$ cat config.mk
export PLATFORM = sky130hd
export DESIGN_NAME = div_sequencer
export DESIGN_NICKNAME = d
export VERILOG_FILES = /design/src/rtl/div_sequencer.sv
export SDC_FILE = /design/constraint.sdc
export NUM_CORES = 1
export LEC_CHECK = 0
export ABC_AREA = 1
export ABC_CLOCK_PERIOD_IN_PS = 7100
export CAP_MARGIN = 5
export CORE_MARGIN = 3
export CORE_UTILIZATION = 35
export DETAILED_ROUTE_END_ITERATION = 12
export MAX_ROUTING_LAYER = met4
export SLEW_MARGIN = 20
export SYNTH_ARGS = -nofsm -noshare
export SYNTH_HDL_FRONTEND = slang
export SYNTH_SLANG_ARGS = --single-unit
$ cat constraint.sdc
create_clock -name clk -period 7.1 [get_ports clk]
set_input_delay 2.13 -clock clk [delete_from_list [all_inputs] [get_ports clk]]
set_output_delay 2.13 -clock clk [all_outputs]
set_load 0.03 [all_outputs]
$ cat src/rtl/div_sequencer.sv
// div_sequencer: iterative radix-2 restoring divider with its own controller
// for the RV32M DIV/DIVU/REM/REMU group. It holds the pipeline through stall
// while iterating. It returns one result pulse with the destination register.
// Divide-by-zero and signed overflow resolve in one cycle without iterating.
module div_sequencer #(
    parameter int XLEN = 32
) (
    input  logic            clk,
    input  logic            rst_n,
    input  logic            div_start,
    input  logic [2:0]      div_op,
    input  logic [XLEN-1:0] rs1_val,
    input  logic [XLEN-1:0] rs2_val,
    input  logic [4:0]      rd_in,
    input  logic            flush,
    output logic            stall,
    output logic            result_valid,
    output logic [XLEN-1:0] result,
    output logic [4:0]      rd_out,
    output logic            busy
);

    localparam int              CW       = (XLEN > 1) ? $clog2(XLEN) : 1;
    localparam logic [CW-1:0]   CNT_LAST = CW'(XLEN - 1);
    localparam logic [CW-1:0]   CNT_ZERO = {CW{1'b0}};
    localparam logic [XLEN-1:0] ZERO     = {XLEN{1'b0}};
    localparam logic [XLEN-1:0] ONES     = {XLEN{1'b1}};
    localparam logic [XLEN-1:0] MIN_NEG  = {1'b1, {(XLEN-1){1'b0}}};

    typedef enum logic [1:0] {
        ST_IDLE = 2'd0,
        ST_RUN  = 2'd1,
        ST_DONE = 2'd2
    } state_t;

    // Two's-complement negate when requested; used for |x| and the final sign fix.
    function automatic logic [XLEN-1:0] cond_neg(input logic neg, input logic [XLEN-1:0] v);
        return neg ? (ZERO - v) : v;
    endfunction

    state_t          state_r;
    state_t          state_next_s;
    logic [CW-1:0]   counter_r;
    logic [XLEN-1:0] rem_r;
    logic [XLEN-1:0] quo_r;
    logic [XLEN-1:0] divisor_r;
    logic [XLEN-1:0] result_r;
    logic [4:0]      rd_out_r;
    logic            is_rem_r;
    logic            q_neg_r;
    logic            r_neg_r;

    logic            start_s;
    logic            is_signed_s;
    logic            is_rem_s;
    logic            div_zero_s;
    logic            ovf_s;
    logic [XLEN-1:0] rs1_abs_s;
    logic [XLEN-1:0] rs2_abs_s;
    logic [XLEN:0]   rem_shift_s;
    logic [XLEN:0]   trial_s;
    logic [XLEN-1:0] rem_step_s;
    logic [XLEN-1:0] quo_step_s;

    // Request decode; a flush in the same cycle cancels the request outright.
    assign start_s     = (state_r == ST_IDLE) & div_start & div_op[2] & ~flush;
    assign is_signed_s = ~div_op[0];
    assign is_rem_s    = div_op[1];
    assign div_zero_s  = (rs2_val == ZERO);
    assign ovf_s       = is_signed_s & (rs1_val == MIN_NEG) & (rs2_val == ONES);
    assign rs1_abs_s   = cond_neg(is_signed_s & rs1_val[XLEN-1], rs1_val);
    assign rs2_abs_s   = cond_neg(is_signed_s & rs2_val[XLEN-1], rs2_val);

    // One restoring step: shift in the next dividend bit, keep the trial difference if non-negative.
    always_comb begin
        rem_shift_s = {rem_r, quo_r[XLEN-1]};
        trial_s     = rem_shift_s - {1'b0, divisor_r};
        rem_step_s  = rem_shift_s[XLEN-1:0];
        quo_step_s  = {quo_r[XLEN-2:0], 1'b0};
        if (!trial_s[XLEN]) begin
            rem_step_s = trial_s[XLEN-1:0];
            quo_step_s = {quo_r[XLEN-2:0], 1'b1};
        end else begin
            rem_step_s = rem_shift_s[XLEN-1:0];
            quo_step_s = {quo_r[XLEN-2:0], 1'b0};
        end
    end

    // Next-state logic; flush overrides every transition and returns to IDLE.
    always_comb begin
        state_next_s = state_r;
        if (flush) begin
            state_next_s = ST_IDLE;
        end else begin
            case (state_r)
                ST_IDLE: begin
                    if (start_s) begin
                        state_next_s = (div_zero_s | ovf_s) ? ST_DONE : ST_RUN;
                    end else begin
                        state_next_s = ST_IDLE;
                    end
                end
                ST_RUN: begin
                    if (counter_r == CNT_ZERO) begin
                        state_next_s = ST_DONE;
                    end else begin
                        state_next_s = ST_RUN;
                    end
                end
                ST_DONE: state_next_s = ST_IDLE;
                default: state_next_s = ST_IDLE;
            endcase
        end
    end

    // State register with synchronous active-low reset.
    always_ff @(posedge clk) begin
        if (!rst_n) begin
            state_r <= ST_IDLE;
        end else begin
            state_r <= state_next_s;
        end
    end

    // Operand capture, iteration and sign-corrected result; a flushed op never updates the result.
    always_ff @(posedge clk) begin
        if (!rst_n) begin
            counter_r <= CNT_ZERO;
            rem_r     <= ZERO;
            quo_r     <= ZERO;
            divisor_r <= ZERO;
            result_r  <= ZERO;
            rd_out_r  <= 5'd0;
            is_rem_r  <= 1'b0;
            q_neg_r   <= 1'b0;
            r_neg_r   <= 1'b0;
        end else if (start_s) begin
            rd_out_r  <= rd_in;
            is_rem_r  <= is_rem_s;
            q_neg_r   <= is_signed_s & (rs1_val[XLEN-1] ^ rs2_val[XLEN-1]);
            r_neg_r   <= is_signed_s & rs1_val[XLEN-1];
            divisor_r <= rs2_abs_s;
            quo_r     <= rs1_abs_s;
            rem_r     <= ZERO;
            counter_r <= CNT_LAST;
            if (div_zero_s) begin
                result_r <= is_rem_s ? rs1_val : ONES;
            end else if (ovf_s) begin
                result_r <= is_rem_s ? ZERO : rs1_val;
            end else begin
                result_r <= result_r;
            end
        end else if ((state_r == ST_RUN) && !flush) begin
            rem_r <= rem_step_s;
            quo_r <= quo_step_s;
            if (counter_r == CNT_ZERO) begin
                result_r <= is_rem_r ? cond_neg(r_neg_r, rem_step_s)
                                     : cond_neg(q_neg_r, quo_step_s);
            end else begin
                counter_r <= counter_r - {{(CW-1){1'b0}}, 1'b1};
            end
        end
    end

    assign stall        = start_s | (state_r == ST_RUN);
    assign result_valid = (state_r == ST_DONE) & ~flush;
    assign busy         = (state_r != ST_IDLE);
    assign result       = result_r;
    assign rd_out       = rd_out_r;

endmodule

## Word-level counts from Yosys, hierarchy flattened

Index checks and enable logic that the tools add are counted.

| operators by class | value |
|---|---|
| add/sub/neg operators | 6 |
| equal/unequal tests | 6 |
| multiplexer cells | 23 |
| bitwise operators | 15 |
| reductions and logical operators | 12 |

Operators with widths:

| operator | number |
|---|---|
| two-way mux 32 bit | 15 |
| subtractor 1 x 32 -> 32 bit, first input constant | 4 |
| == test 32 bit, second input constant | 2 |
| subtractor 33 x 32 -> 33 bit | 1 |
| zero test 32 bit | 1 |
| two-way mux 5 bit | 3 |
| AND 1 bit | 9 |
| two-way mux 2 bit | 3 |
| nonzero test 2 bit | 3 |
| zero test 5 bit | 1 |
| subtractor 5 x 1 -> 5 bit, second input constant | 1 |
| case mux 2 bit (2 select lines) | 1 |
| OR reduction 2 bit | 2 |
| inequality test 3 x 1 -> 1 bit, second input constant | 1 |
| NOT 1 bit | 3 |
| AND reduction 3 bit | 1 |
| == test 2 x 1 -> 1 bit, second input constant | 1 |
| == test 2 bit, second input constant | 1 |
| zero test 2 bit | 1 |
| inequality test 2 bit, second input constant | 1 |
| bitwise OR 1 bit | 2 |
| AND reduction 2 bit | 1 |
| logical AND 1 bit | 1 |
| zero test 1 bit | 1 |
| other kinds (2) | 2 |

| word-level totals | value |
|---|---|
| register bits | 143 |
| bits of input ports | 76 |
| output and inout port bits | 40 |
| logic and storage cells | 72 |

## Depth between registers and ports, before layout

| depth | value |
|---|---|
| word-level depth | 8 |
| gate-level depth with buffers | 34 |
| depth with buffers taken out | 33 |

## Least setup slack after synthesis

OpenSTA, ideal clock, no wires.

| timing | value |
|---|---|
| path kind | input to output |
| start point | in flush |
| end point | out stall |
| data arrival time | 3.090 ns |
| required time | 4.970 ns |
| slack | 1.880 ns |
| stages | 5 |
| path buffers | 2 |
| cells stage by stage | inv_1 nand4_1 clkbuf_1 buf_2 nand2_1 |

| on the way | value |
|---|---|
| cells in the longest elaborated chain, start to end | 3 |

RTL lines:

| item | line | text |
|---|---|---|
| start, declared | 15 | `input logic flush,` |
| NOT 1 bit | 66 | `assign start_s = (state_r == ST_IDLE) & div_start & div_op[2] & ~flush;` |
| AND 1 bit | 66 |  |
| bitwise OR 1 bit | 165 | `assign stall = start_s \| (state_r == ST_RUN);` |
| end, declared | 16 | `output logic stall,` |

Every way passes these cells.

## Worst setup path in the final report

Ends and elaborated chain as after synthesis.

==> flow_summary.yaml <==
cts:
  hold_buffers: 0
  clk_path_buf_depth: 2
  clock_sinks: 143
  cts.htree.levels: 4
  tritoncts: "yes"
  clkLatencyLatePin_ns: 0.45
  cts_buffers: 17
  clkSlewWorstSetupHoldPaths_ns: 0.08
  postCtsSetupBuffers: 0
  cts_root_buf: "clkbuf_16"
  ctsResizeCount: 0
pwr:
  ir_drop_mv: 0.162
  power_mw: 3.00
  power_per_cell_area_nw_per_um2: 198
  leakagePower_nw: 7.40
timing:
  period_share_pct: 79.5
  tightestPinTransition_ns: 0.988
  slew-limit-headroom_pct: 34.1
  finalSetupViolations: 0
  tns_ns: 0
  clock_skew_ns: 0.0184
  fmax_ghz: 0.177
  rsz0062_at_grt: "false"
  fin_crit_ns: 5.65
  slew_violations: 0
  hold_viol: 0
global_routing:
  antenna_found_initial: 1
  grt_max_degree: 99
  grt_overflow: 0
  grt_pass1_wl_um: 74900
  grt_pass1_vias: 13700
  grt_usage_pct: 24.4
die:
  io_pins: 116
  rows: 70
  core-area_sq_um: 36800
  die-area_sq_um: 39800
  die_y_um: 200
  chipWidth_um: 200
  initial_core_util_pct: 35.6
detailed_routing:
  drc: 0
  via_per_inst: 5.25
  drt-total-wl_um: 47400
  drtAntennaViolNets: 0
  first_iter_violations: 1362
  routedWlPerCell_um: 16.9
  firstDrtPassIters: 6
  vias: 14800
finish:
  layout-drive-gt1-share_pct: 5.55
  fin_nets: 2446
  final_cell_mix: "nand2_1 (635), inv_1 (334), o21ai_0 (215)"
  final_cells: 2813
  layout_commonest_cell: "nand2_1"
  area_delta_synth_final_pct: 15.6
placement:
  dp.cells: 2780
  io_buffers: 115
  place.gp.congestion: 0.953
  dp_hpwl_um: 36700
logic_synthesis:
  synthFlopType: "dfxtp_1"
  ys_warn_count: 0
  synth_cell_types: 52
  ys_async_sr_fraction_pct: 0
  synthTopCellsByArea: "dfxtp_1 (22%), nand2_1 (18%), inv_1 (9.6%)"
  yosysSeqAreaShare_pct: 21.8
  syn_inst: 2274
  synth_top_cell_by_area: "dfxtp_1"
  synth_area_sq_um: 13100
  synth_nets: 2389
  synth_seq_cells: 143
  syn_area_per_cell_sq_um: 5.77
  synth_top_area_share_pct: 21.8
  synth_edf_count: 0
worst_setup_path:
  cp_data_required_time_ns: 4.97
  criticalPathCategory: "primary input to output pin"
  worstPathArrival_ns: 3.52
  end_kind: "output pin"
  cp-start-kind: "primary input"
  r2r_slack_ns: 1.83
  rr_startpoint: "quo_r[31]"
  path_max_fanout: 3
  worstRegToRegCells: 31
  reg2reg_to: "result[28]"
hold_path:
  hp-start: "counter_r[4]"
  min_to: "counter_r[4]"
  hold_path_depth: 2
  hold_class: "flip-flop to flip-flop"
flow_run:
  max_cap_violations: 0
outcome:
  status: "finished clean"
## per-stage QoR
step	cell area, sq um	hold WS (ns)	util [%]	setup WS, ns
2_1_floorplan	13100	0.449	-	1.88
3_3_place_gp	14500	0.463	39.6	1.44
3_5_place_dp	14500	0.475	39.6	1.45
4_1_cts	15100	0.485	41.2	1.45
5_1_grt	15200	0.510	41.2	1.19
6_report	15200	0.482	41.2	1.45
## synthesized netlist by cell type (3+ instances only)
library cell	number
a31oi_1	19
nand3_2	3
buf_2	8
buf_4	3
nand2_2	18
o21bai_1	3
xor2_1	55
inv_2	8
nand2_4	8
a21oi_2	8
dfxtp_1	143
a221oi_1	3
nor2_2	10
clkbuf_1	70
nand4_1	28
buf_1	7
nand2_1	635
a21oi_1	178
nor2_1	186
o31ai_1	4
o21ai_0	215
ha_1	38
nand3b_1	4
buf_6	5
nor4_1	9
nand3_1	120
nor3_2	4
xnor2_1	16
o21ai_2	7
o221ai_1	12
o21ai_1	13
nor3_1	42
o211ai_1	28
inv_1	334
## registers in the layout, summed over array words and instances (netlist names)
name and count:
rd_out 5, q_neg_r 1, quo_r 32, rem_r 32, divisor_r 32, state_r 2, r_neg_r 1, result 32
counter_r 5, is_rem_r 1
## how the worst max path moves through the flow
stage,cells after the start,from,end,slack [ns]
2_1_floorplan,5,flush,stall,1.88
3_3_place_gp,5,flush,stall,1.44
3_5_place_dp,5,flush,stall,1.45
4_1_cts,5,flush,stall,1.45
5_1_grt,32,quo_r[31],result[30],1.19
6_report,5,flush,stall,1.45
## metal layers
layer	global-route usage (%)	wire length (um)	vias up
met4	6.10	841	0
li1	-	-	7452
met5	-	0	-
met2	37.8	21300	495
met3	2.41	2910	53
met1	34.3	22400	6760
## logic make-up after synthesis
kind of cell    count (synthesis)  synth area share [%]
compound gates                501                  21.2
xor+xnor                       71                  4.74
fa+ha+maj                      39                  3.78
buf+inv                       438                  13.1
flops                         143                  21.8
simple gates                 1082                  35.4
## where the power goes
part	internal, mW	switching [mW]	total (mW)
sequential	0.838	0.0296	0.868
combinational	0.374	0.810	1.18
clock	0.531	0.422	0.953
## area by class of cell
| class | instances | area (sq um) |
|---|---|---|
| well taps | 468 | 586 |
| repair buffers | 132 | 1270 |
| inverters | 344 | 1290 |
| multi-input cells | 1693 | 8540 |
| diodes | 1 | 2.50 |
| flip-flops and latches | 143 | 2860 |
| clock buffers | 17 | 425 |
| fillers | 4048 | 21600 |
| clock inverters | 15 | 174 |
## worst max-delay path, stage by stage
cell and delay (ns):
clkdlybuf4s50_1 0.45, inv_1 0.09, nand4_1 0.10, nand2_1 0.08
clkdlybuf4s50_1 0.66
Power figures use the tool's default switching activity.
